### src/rtl/serial_addsub.sv
// Bit-serial adder/subtractor: one full-adder slice with a registered carry
// resolves one result bit per clock, LSB first, under a start/done handshake.
module serial_addsub #(
    parameter int WIDTH = 32
) (
    input  logic             clk,
    input  logic             rst_n,
    input  logic             start,
    input  logic             sub,
    input  logic [WIDTH-1:0] a,
    input  logic [WIDTH-1:0] b,
    output logic             busy,
    output logic             done,
    output logic [WIDTH-1:0] result,
    output logic             cout,
    output logic             overflow,
    output logic             zero
);
    // Handshake: start is sampled only while IDLE; done pulses for one cycle
    // and result/flags stay valid from then until the next accepted start.
    localparam int CW = $clog2(WIDTH) + 1;

    typedef enum logic [1:0] {
        IDLE,
        RUN,
        FIN
    } state_t;

    state_t           state;
    state_t           state_next;
    logic [CW-1:0]    cnt;
    logic [WIDTH-1:0] opa;
    logic [WIDTH-1:0] opb;
    logic             carry;
    logic             s_bit;
    logic             c_bit;
    logic             last_bit;

    always_comb begin
        s_bit    = opa[0] ^ opb[0] ^ carry;
        c_bit    = (opa[0] & opb[0]) | (opa[0] & carry) | (opb[0] & carry);
        last_bit = (cnt == CW'(WIDTH - 1));
    end

    always_comb begin
        state_next = state;
        case (state)
            IDLE:    if (start) state_next = RUN;
            RUN:     if (last_bit) state_next = FIN;
            FIN:     state_next = IDLE;
            default: state_next = IDLE;
        endcase
    end

    // busy/done are registered decodes of the next state so they align with it.
    always_ff @(posedge clk or negedge rst_n) begin
        if (!rst_n) begin
            state <= IDLE;
            busy  <= 1'b0;
            done  <= 1'b0;
        end else begin
            state <= state_next;
            busy  <= (state_next == RUN);
            done  <= (state_next == FIN);
        end
    end

    always_ff @(posedge clk or negedge rst_n) begin
        if (!rst_n) begin
            cnt      <= '0;
            opa      <= '0;
            opb      <= '0;
            carry    <= 1'b0;
            result   <= '0;
            cout     <= 1'b0;
            overflow <= 1'b0;
        end else begin
            case (state)
                IDLE: begin
                    // Subtraction is a + ~b + 1, the +1 entering as initial carry.
                    if (start) begin
                        opa   <= a;
                        opb   <= sub ? ~b : b;
                        carry <= sub;
                        cnt   <= '0;
                    end
                end
                RUN: begin
                    opa    <= opa >> 1;
                    opb    <= opb >> 1;
                    result <= {s_bit, result[WIDTH-1:1]};
                    carry  <= c_bit;
                    cnt    <= cnt + CW'(1);
                    if (last_bit) begin
                        cout     <= c_bit;
                        overflow <= carry ^ c_bit;
                    end
                end
                default: ;
            endcase
        end
    end

    assign zero = (result == '0);

endmodule

### config.mk
export PLATFORM = sky130hd
export DESIGN_NAME = serial_addsub
export DESIGN_NICKNAME = d
export VERILOG_FILES = /design/src/rtl/serial_addsub.sv
export SDC_FILE = /design/constraint.sdc
export NUM_CORES = 1
export LEC_CHECK = 0
export BUFFER_PORTS_ARGS = -buffer_cell sky130_fd_sc_hd__buf_2
export CORE_UTILIZATION = 49
export DETAILED_ROUTE_END_ITERATION = 16
export PLACE_DENSITY_LB_ADDON = 0.05
export SYNTH_ARGS = -nofsm -noshare
export SYNTH_HDL_FRONTEND = slang
export SYNTH_SLANG_ARGS = --single-unit
### constraint.sdc
create_clock -name clk -period 1.52 [get_ports clk]
set_clock_uncertainty 0.05 [all_clocks]
set_input_delay 0.304 -clock clk [delete_from_list [all_inputs] [get_ports clk]]
set_output_delay 0.304 -clock clk [all_outputs]
set_load 0.1 [all_outputs]
**Word-level counts from Yosys, hierarchy flattened**

Cells that the tools add are included.
W data, S select, Z words.

- Register bits after elaboration: 109
- Input port bits: 68
- Output and inout bits: 37
- Logic and storage cells: 42

- $add $sub $neg: 1
- Equal/unequal tests: 5
- Multiplexer cells: 12
- Bitwise logic cells: 9
- Reduce and logical (&&, ||, !) cells: 5

Operator list:

| cell | count |
|---|---|
| $pmux W32 S2 | 2 |
| $mux W32 | 3 |
| $logic_not A32 Y1 | 1 |
| $not A32 Y32 | 1 |
| $pmux W6 S2 | 1 |
| $add A6 B1 Y6 const B | 1 |
| $eq A6 B5 Y1 const B | 1 |
| $mux W6 | 1 |
| $eq A2 B1 Y1 const B | 2 |
| $mux W2 | 2 |
| $pmux W2 S2 | 1 |
| $reduce_and A2 Y1 | 2 |
| $and A1 B1 Y1 | 3 |
| $xor A1 B1 Y1 | 3 |
| $eq A2 B2 Y1 const B | 1 |
| $logic_not A2 Y1 | 1 |
| $ne A2 B2 Y1 const B | 1 |
| $or A1 B1 Y1 | 2 |
| $pmux W1 S2 | 1 |
| $reduce_bool A2 Y1 | 1 |
| $mux W1 | 1 |

**Longest topological paths before layout**

- Depth in word-level cells: 4
- Gate-level depth with buffers: 5
- Gate-level depth less buffers: 4

**Worst setup path after synthesis**

OpenSTA, ideal clock, no wires.

- Path type: flip-flop to output port
- From: reg result[27]
- To: out zero
- Arrival time: 2.517 ns
- Data required time: 1.166 ns
- Setup slack: -1.351 ns
- Cell stages (with the launch flop): 4
- Path buffers: 0
- Path through: dfrtp_1 -> nor4_1 -> nand4_1 -> nor2_1

- Word-level cells in the longest chain between the ends: 1

RTL lines:

| what | RTL line | text |
|---|---|---|
| start: declaration | 14 | `output logic [WIDTH-1:0] result,` |
| start signal: assignment | 91 | `result <= {s_bit, result[WIDTH-1:1]};` |
| $logic_not A32 Y1 | 104 | `assign zero = (result == '0);` |
| end: declaration | 17 | `output logic zero` |

Every way passes these cells.

**Worst setup path after layout**

- From: reg result[29]
- To: out zero

The elaborated chain is that of the path after synthesis.

==> out/metrics.csv <==
stage,metric,value,unit
route,first_iter_violations,217,
floorplan,fp.dieH,101,um
worst_setup_path,crit_path_end_kind,output port,
worst_setup_path,required,1.17,ns
global_routing,grt_overflow,0,
route,dr.pass1.iters,4,
floorplan,die-area,10100,um^2
route,wl_per_cell,14.3,um
job,maxCapViolCount,0,
global_routing,grt_usage,22.4,%
place,gp_congestion,0.798,
clocking,h-tree-depth,3,
synth,syn_area,4770,um^2
route,vias,3949,
place,hpwl,7130,um
timing,drv_slew,0,
hold_path,hold_class,primary input to flop,
worst_setup_path,r2r_start,cnt[0]$_DFFE_PN0P_,
synth,synth_area_per_cell,9.97,um^2
timing,relSlewSlack,71.2,%
worst_setup_path,crit_type,flop to output port,
worst_setup_path,ff2ff_path_depth,4,
synth,syn_nets,548,
clocking,cts_made_buffers,9,
finish,layout-drive-gt1-share,36.1,%
power,power.total,14400,uW
floorplan,core,9330,um^2
run_status,status,"finished, violations left",
synth,synth_warnings,0,
clocking,cts_num_sinks,109,
global_routing,grt_pass1_vias,3789,
run_status,violations,negative setup slack,
clocking,clk_latency,0.35,ns
timing,setup_viol,2,
finish,syn2layout_area_growth,39.1,%
hold_path,min_to,opa[22]$_DFFE_PN0P_,
route,routed_via_density,5.25,
synth,ys_types,33,
clocking,cts_buffer_depth,2,
timing,rsz0062_at_grt,yes,
route,drc_errors,0,
finish,antenna_cells,0,
timing,fin_crit,2.00,ns
power,p_per_area,2180,nW/um^2
worst_setup_path,r2r_end,cout$_DFFE_PN0P_,
global_routing,grt_first_pass_wirelength,17900,um
timing,fin_crit_sh,131,%
timing,worst_slew_pin_slew,0.432,ns
finish,layout_commonest_cell,nand2_1,
hold_path,hold_path_depth,3,
worst_setup_path,start_kind,flop,
synth,synthCells,478,
synth,ys_ff_latch,109,
worst_setup_path,cp.arrival,1.64,ns
finish,stdcell_area,6630,um^2
place,placed_area,6210,um^2
global_routing,grt_max_degree,52,
timing,finalSetupTns,-0.587,ns
synth,synth-seq-area-share,57.2,%
power,vdd_drop_max,0.00121,V
clocking,path_clk_slew,0.10,ns
timing,setup_ws,-0.476,ns
finish,nets,688,
worst_setup_path,cp_max_fo,2,
timing,timing.fmax,501,MHz
worst_setup_path,cpMaxStageDelayCell,dfrtp_2,
floorplan,die_w,101,um
timing,hold_viol,0,
clocking,root_buffer,clkbuf_8,
place,io_buffers,104,
worst_setup_path,r2r_setup_slack,0.07,ns
power,power_leakage,0.00308,uW
clocking,cts_tree,yes,
global_routing,grt_antenna_before_repair,0,
worst_setup_path,cp_slowest_stage_delay,0.42,ns
finish,layout_common_cells,"102 x nand2_1, 94 x nor2_1, 77 x dfrtp_1",
route,wl,10700,um
hold_path,worstHoldStart,a[22],
floorplan,row_count,35,
worst_setup_path,crit_chain,nor4_2 > nand4_1 > nor2_4 > buf_12,
floorplan,ios,105,
route,ant_nets,0,
floorplan,start_util,51.1,%
[repair_timing]
action	CTS	global route
gates resized for setup	28	17
buffers inserted	1	2
hold buffers	1	0
endpoints found under the hold margin	23	0
endpoints found under the setup margin	54	16
gates cloned	0	1
pin swaps	5	4
[through the flow]
| step | hold slack (ns) | instances | utilization (%) | setup WS, ns |
|---|---|---|---|---|
| 4_1_cts | 0.132 | 749 | 69.8 | -0.493 |
| 2_1_floorplan | -0.0416 | 478 | - | -0.436 |
| 3_5_place_dp | 0.229 | 732 | 66.6 | -0.151 |
| 6_report | 0.146 | 752 | 71.1 | -0.476 |
| 3_3_place_gp | 0.218 | 732 | 66.6 | -0.161 |
| 5_1_grt | 0.137 | 752 | 71.1 | -0.543 |
[per-layer routing]
layer  up-vias  track usage (%)  share of wire, %
met5         -                0                 0
met4         0             7.36              0.93
met3         9             3.47               4.2
met2       115             35.2                48
met1      1919             32.1                47
li1       1906                -                 -
[power by group]
| part | leakage [uW] | internal, uW | switching [uW] | total [uW] |
|---|---|---|---|---|
| clock | 0.0000881 | 620 | 993 | 1610 |
| sequential | 0.00130 | 4170 | 815 | 4990 |
| combinational | 0.00169 | 3160 | 4680 | 7840 |
[worst max-delay path by stage]
stage	endpoint	cells after the start	slack, ns	start
final	zero	4	-0.48	result[29]$_DFFE_PN0P_
after global routing	zero	4	-0.54	result[8]$_DFFE_PN0P_
after CTS	zero	4	-0.49	result[29]$_DFFE_PN0P_
after detailed placement	zero	4	-0.15	result[9]$_DFFE_PN0P_
after global placement	zero	4	-0.16	result[9]$_DFFE_PN0P_
after floorplan	zero	3	-0.44	result[1]$_DFFE_PN0P_
[Yosys cell counts (all sizes together)]
cell type | n | area share (%)
o21a | 1 | 0.16
o211ai | 1 | 0.16
ha | 1 | 0.26
a221o | 32 | 6.7
o22ai | 31 | 4.1
buf | 23 | 3.3
o21ba | 1 | 0.21
xor2 | 2 | 0.37
a21oi | 2 | 0.21
o311ai | 1 | 0.18
nor3 | 2 | 0.31
nand3 | 6 | 0.63
nor2b | 1 | 0.13
o21ai | 5 | 0.52
nand2b | 1 | 0.13
fa | 1 | 0.42
mux2 | 2 | 0.47
xnor2 | 32 | 5.9
o31ai | 1 | 0.16
o41ai | 1 | 0.18
nand2 | 102 | 8.0
clkbuf | 10 | 0.79
dfrtp | 109 | 57
o21bai | 1 | 0.16
or3b | 1 | 0.18
nor2 | 95 | 7.5
nand4 | 3 | 0.39
inv | 2 | 0.16
nor4 | 8 | 1.1
[cell type report]
type,count,area (um^2)
flip-flops and latches,109,2780
fillers,741,2700
multi-input cells,334,1930
repair buffers,162,1570
well taps,129,161
clock buffers,9,124
clock inverters,7,57.6
inverters,2,7.51
[cell families after synthesis]
group           Yosys count  share of synthesized area, %
fa+ha+maj                 2                         0.683
flops                   109                          57.2
compound gates           77                          12.7
buf+inv                  35                          4.28
mux                       2                         0.473
simple gates            219                          18.4
xor+xnor                 34                          6.25
[worst max-delay path: cells and delay by family, from the launching register on]
kind / cells / cell delay (ns)
buffers and inverters: 1 / 0.18
DFF: 1 / 0.42
and+or+nand+nor: 3 / 0.69
[state kept, by name, indices dropped and copies added, names as in the netlist, 2 cells and up]
| name | count |
|---|---|
| opb | 32 |
| cnt | 6 |
| opa | 32 |
| result | 32 |
| state | 2 |
(Power assumes the default switching activity.)
